<file path="config.mk">
export PLATFORM = sky130hd
export DESIGN_NAME = multicycle_program_loader
export DESIGN_NICKNAME = d
export VERILOG_FILES = /design/src/rtl/multicycle_program_loader.sv
export SDC_FILE = /design/constraint.sdc
export NUM_CORES = 1
export LEC_CHECK = 0
export ABC_AREA = 1
export ABC_CLOCK_PERIOD_IN_PS = 2900
export BUFFER_PORTS_ARGS = -buffer_cell sky130_fd_sc_hd__buf_2
export CAP_MARGIN = 10
export CORE_ASPECT_RATIO = 0.75
export CORE_MARGIN = 5
export CORE_UTILIZATION = 50
export DETAILED_ROUTE_END_ITERATION = 12
export PLACE_DENSITY = 0.68
export SLEW_MARGIN = 20
export SYNTH_ARGS = -nofsm -noshare
export SYNTH_HDL_FRONTEND = slang
export SYNTH_SLANG_ARGS = --single-unit
export TNS_END_PERCENT = 1
</file>
<file path="constraint.sdc">
create_clock -name clock -period 2.9 [get_ports clock]
set_clock_uncertainty 0.2 [all_clocks]
set_input_delay 0.145 -clock clock [delete_from_list [all_inputs] [get_ports clock]]
set_output_delay 0.145 -clock clock [all_outputs]
set_load 0.03 [all_outputs]
</file>
<file path="src/rtl/multicycle_program_loader.sv">
// rtl/multicycle_program_loader.sv - byte-stream program loader writing 32-bit words with XOR checksum check
module multicycle_program_loader #(
   parameter int ADDR_WIDTH = 8
) (
   input  logic                  clock,
   input  logic                  reset,
   input  logic [7:0]            in_data,
   input  logic                  in_valid,
   output logic                  in_ready,
   output logic                  mem_we,
   output logic [ADDR_WIDTH-1:0] mem_addr,
   output logic [31:0]           mem_wd,
   output logic                  cpu_reset,
   output logic                  done,
   output logic                  error,
   output logic [2:0]            state
);

   localparam int WORD_BITS = ADDR_WIDTH - 2;
   // Capacity in words, held in 9 bits so a count of 64 fits and 65 compares larger.
   localparam logic [8:0] CAPACITY = 9'(2 ** (ADDR_WIDTH - 2));

   typedef enum logic [2:0] {
      S_IDLE  = 3'd0,
      S_DATA  = 3'd1,
      S_WRITE = 3'd2,
      S_CHECK = 3'd3,
      S_RUN   = 3'd4,
      S_ERROR = 3'd5
   } state_t;

   state_t                state_q;
   state_t                state_d;
   logic [7:0]            count;
   logic [WORD_BITS-1:0]  word_idx;
   logic [1:0]            byte_idx;
   logic [7:0]            xor_acc;
   logic [23:0]           word;     // lower three bytes; the top byte goes straight to mem_wd
   logic                  xfer;
   logic                  count_bad;
   logic                  last_word;

   // Every output is a decode of the registered state, so cpu_reset cannot glitch.
   assign in_ready  = (state_q == S_IDLE) || (state_q == S_DATA) || (state_q == S_CHECK);
   assign mem_we    = (state_q == S_WRITE);
   assign done      = (state_q == S_RUN);
   assign error     = (state_q == S_ERROR);
   assign cpu_reset = (state_q != S_RUN);
   assign state     = state_q;

   assign xfer      = in_valid && in_ready;
   assign count_bad = (in_data == 8'd0) || ({1'b0, in_data} > CAPACITY);
   assign last_word = (9'(word_idx) + 9'd1) == {1'b0, count};

   // State register; reset wins over any transfer on the same edge.
   always_ff @(posedge clock) begin
      if (reset) begin
         state_q <= S_IDLE;
      end else begin
         state_q <= state_d;
      end
   end

   // Next-state logic; RUN and ERROR are terminal until reset.
   always_comb begin
      state_d = state_q;
      case (state_q)
         S_IDLE:  if (xfer) state_d = count_bad ? S_ERROR : S_DATA;
         S_DATA:  if (xfer && (byte_idx == 2'd3)) state_d = S_WRITE;
         S_WRITE: state_d = last_word ? S_CHECK : S_DATA;
         S_CHECK: if (xfer) state_d = (in_data == xor_acc) ? S_RUN : S_ERROR;
         S_RUN:   state_d = S_RUN;
         S_ERROR: state_d = S_ERROR;
         default: state_d = S_IDLE;
      endcase
   end

   // Datapath: count latch, byte assembly, checksum, and the registered write port.
   always_ff @(posedge clock) begin
      if (reset) begin
         count    <= 8'd0;
         word_idx <= '0;
         byte_idx <= 2'd0;
         xor_acc  <= 8'd0;
         word     <= 24'd0;
         mem_addr <= '0;
         mem_wd   <= 32'd0;
      end else begin
         case (state_q)
            S_IDLE: begin
               if (xfer) begin
                  count    <= in_data;
                  word_idx <= '0;
                  byte_idx <= 2'd0;
                  xor_acc  <= 8'd0;
               end
            end
            S_DATA: begin
               if (xfer) begin
                  xor_acc  <= xor_acc ^ in_data;
                  byte_idx <= byte_idx + 2'd1;
                  case (byte_idx)
                     2'd0: word[7:0]   <= in_data;
                     2'd1: word[15:8]  <= in_data;
                     2'd2: word[23:16] <= in_data;
                     default: begin
                        // Stage the whole word for the WRITE cycle; it then holds until the next word.
                        mem_wd   <= {in_data, word};
                        mem_addr <= {word_idx, 2'b00};
                     end
                  endcase
               end
            end
            S_WRITE: begin
               word_idx <= word_idx + WORD_BITS'(1);
            end
            default: begin
            end
         endcase
      end
   end

endmodule
</file>
==> results.ini <==
[timing]
worst_slack_ps=766.6
fin_crit_sh=0.7356
maxSlewViolCount=0
tightest_slew_ps=721.9
relSlewSlack=0.5187
setup_violations=0
fmax_ghz=0.4687
setup_tns_ps=0
fin_hold_ws_ps=194.1
finalHoldViolations=0
min_period_ps=2133
rsz0062_at_grt=false

[cts]
cts_made_buffers=9
clkTransAtPathRegs_ps=80
cts_sinks=89
post_cts_buffers=0
clockRootBuffer=clkbuf_8
htree_levels=3
cts_tree=done
cts.path.max_buffers=2
clkLatencyLatePin_ps=350

[synth]
synth_area_sq_mm=0.003792
synth_ff_type=dfxtp_1
synth-seq-area-share=0.4698
synthDistinctLibCells=25
synth-edff-count=0
syn_avg_cell_area_sq_um=7.495
ys_seq_elements=89
synth-async-reset-ratio=0
ys_warn_count=0
syn_inst=506

[layout]
area_delta_synth_final_pct=14.15
multi_input_area_sq_mm=0.001693
drive_gt1_frac=0.1495
fillers=740
finalCoreUtilization=0.5878
register_area_sq_mm=0.001782
fin_nets=567
final-instance-count-excl-fill=656
stdcell_area_sq_mm=0.004329
num_antenna_cells=0

[floorplanning]
dieWidth_um=110.6
ioPinCount=59
core_area_sq_mm=0.007365
rows=27
die_area_sq_mm=0.009444
start_util=0.5150
die_h_um=85.42

[setup_path]
crit_top_cell=nand2_2
crit_type=flop to flop
r2r_slack_ps=770
end_kind=flop
required_ps=2910
worst_path_max_delay_cell=nand2_2
cp-startpoint=state[0]$_SDFFE_PP0P_
r2r_cells=7
reg2reg_from=state[0]$_SDFFE_PP0P_
crit_path_end=mem_wd[6]$_SDFFE_PP0P_
crit_arrival_ps=2150
cpPeakStageDelay_ps=480
crit_path_start_kind=flop
crit_fanout=38
crit_chain=nand2_2, nor2_4, nand2_2, inv_2, nand2_2, nand2_1, a21oi_1
worstReg2RegEnd=mem_wd[6]$_SDFFE_PP0P_

[status]
status=completed

[routing]
drt_wl_total_um=9320
firstDrtPassIters=4
route.detailed.drc=0
vias=3439
drt_iter0_drc=164
drtAntennaViolNets=0
vias_per_cell=5.242
wl_per_cell_um=14.21

[global_routing]
global_route.usage.met3=0.05488
grt_pass1_vias=3262
grt-busiest-layer=met2
grt_usage=0.2046
grt_pass1_wl_um=15900
grtUsageMet2=0.3343
use_met1=0.2704
grt_max_degree=71
antenna_found_initial=0
overflow=0

[placed_design]
gp_congestion=0.8545
port_buffers=56
placed_cell_area_sq_mm=0.004043
place_hpwl_um=6246
pre_cts_ws_ps=788.2
place_inst=632

[min_path]
hold_class=input port to flop

[pwr]
finalPower_mw=2.983
max-vdd-ir-drop_mv=0.3621
static-leakage-power_nw=1.744
power.density_mw_per_mm2=689.1

[run]
drv_cap=0

-- how the worst min path moves through the flow --
| stage | slack (ps) | end | start | cells after the start |
|---|---|---|---|---|
| after CTS | 190 | state[1]$_SDFFE_PP0P_ | reset | 4 |
| final | 190 | state[1]$_SDFFE_PP0P_ | reset | 4 |
| after global placement | 240 | count[7]$_SDFFE_PP0P_ | count[7]$_SDFFE_PP0P_ | 2 |
| after detailed placement | 250 | mem_wd[2]$_SDFFE_PP0P_ | mem_wd[2]$_SDFFE_PP0P_ | 2 |
| after global routing | 250 | xor_acc[3]$_SDFFE_PP0P_ | reset | 3 |
| after floorplan | 110 | mem_wd[31]$_SDFFE_PP0P_ | in_data[7] | 2 |
-- worst max-delay path: cells and delay by family (launching register included) --
kind | cells | cell delay, ps
buf+inv | 1 | 270
simple gates | 5 | 1010
compound gates | 1 | 80
flops | 1 | 430
-- state kept, by name, indices dropped and copies added, names as in the netlist --
name,cells
mem_wd,32
count,8
mem_addr,6
byte_idx,2
word,24
xor_acc,8
word_idx,6
state,3
-- timing repair --
action                    CTS  global route
hold endpoints to repair   34             0
hold buffers                9             0
gates resized for setup     0             0
-- cells by family after synthesis --
logic type / synth area share
simple gates: 0.2521
compound gates: 0.1551
buf+inv: 0.08479
flops: 0.4698
fa+ha+maj: 0.01650
other cells: 0.0009888
xor+xnor: 0.02079
-- cells in the mapped netlist (all sizes together) (2+ instances only) --
cell    instances  share of area
o21ai          19          0.025
dfxtp          89           0.47
a21oi          87           0.11
o211a           5          0.013
nor2           19          0.021
clkbuf         23          0.023
nand4           2         0.0033
ha              5          0.016
xor2            2         0.0046
nand3          76           0.10
xnor2           7          0.016
buf            15          0.031
inv            30          0.030
nand2         122           0.12
-- placed cells by master, fill, tap and decap left out --
cell / instances
a21oi_1: 87
buf_2: 56
buf_4: 6
bufinv_16: 1
clkbuf_1: 2
clkbuf_8: 11
clkinv_1: 1
clkinvlp_4: 1
conb_1: 2
dfxtp_1: 89
dlygate4sd3_1: 9
ha_1: 5
inv_1: 28
inv_2: 2
nand2_1: 117
nand2_2: 5
nand3_1: 76
nand3b_1: 1
nand4_1: 2
nor2_1: 18
nor2_4: 1
o211a_1: 5
o21ai_0: 18
o21ai_1: 1
o21bai_1: 1
or2_1: 1
xnor2_1: 7
xor2_1: 2
-- report_power, final --
part / switching [mW] / leakage (nW) / internal [mW]
Combinational: 0.495 / 0.927 / 0.224
Clock: 0.419 / 0.0957 / 0.442
Sequential: 0.0776 / 0.721 / 1.33
Total: 0.992 / 1.74 / 1.99
-- metal layers --
metal | vias to the layer above | part of all wire
met2 | 97 | 0.46
met3 | 8 | 0.057
li1 | 1752 | -
met5 | - | 0
met4 | 0 | 0.0079
met1 | 1582 | 0.47
-- cell type report --
cell class                      count  share of cell area
Timing Repair Buffer               71             0.09595
Sequential cell                    89              0.4116
Clock buffer                       13             0.03671
Inverter                           31             0.02688
Tap cell                          101             0.02919
Multi-Input combinational cell    349              0.3910
Clock inverter                      2            0.008671
No activity file was read; power rests on OpenSTA's default activity.
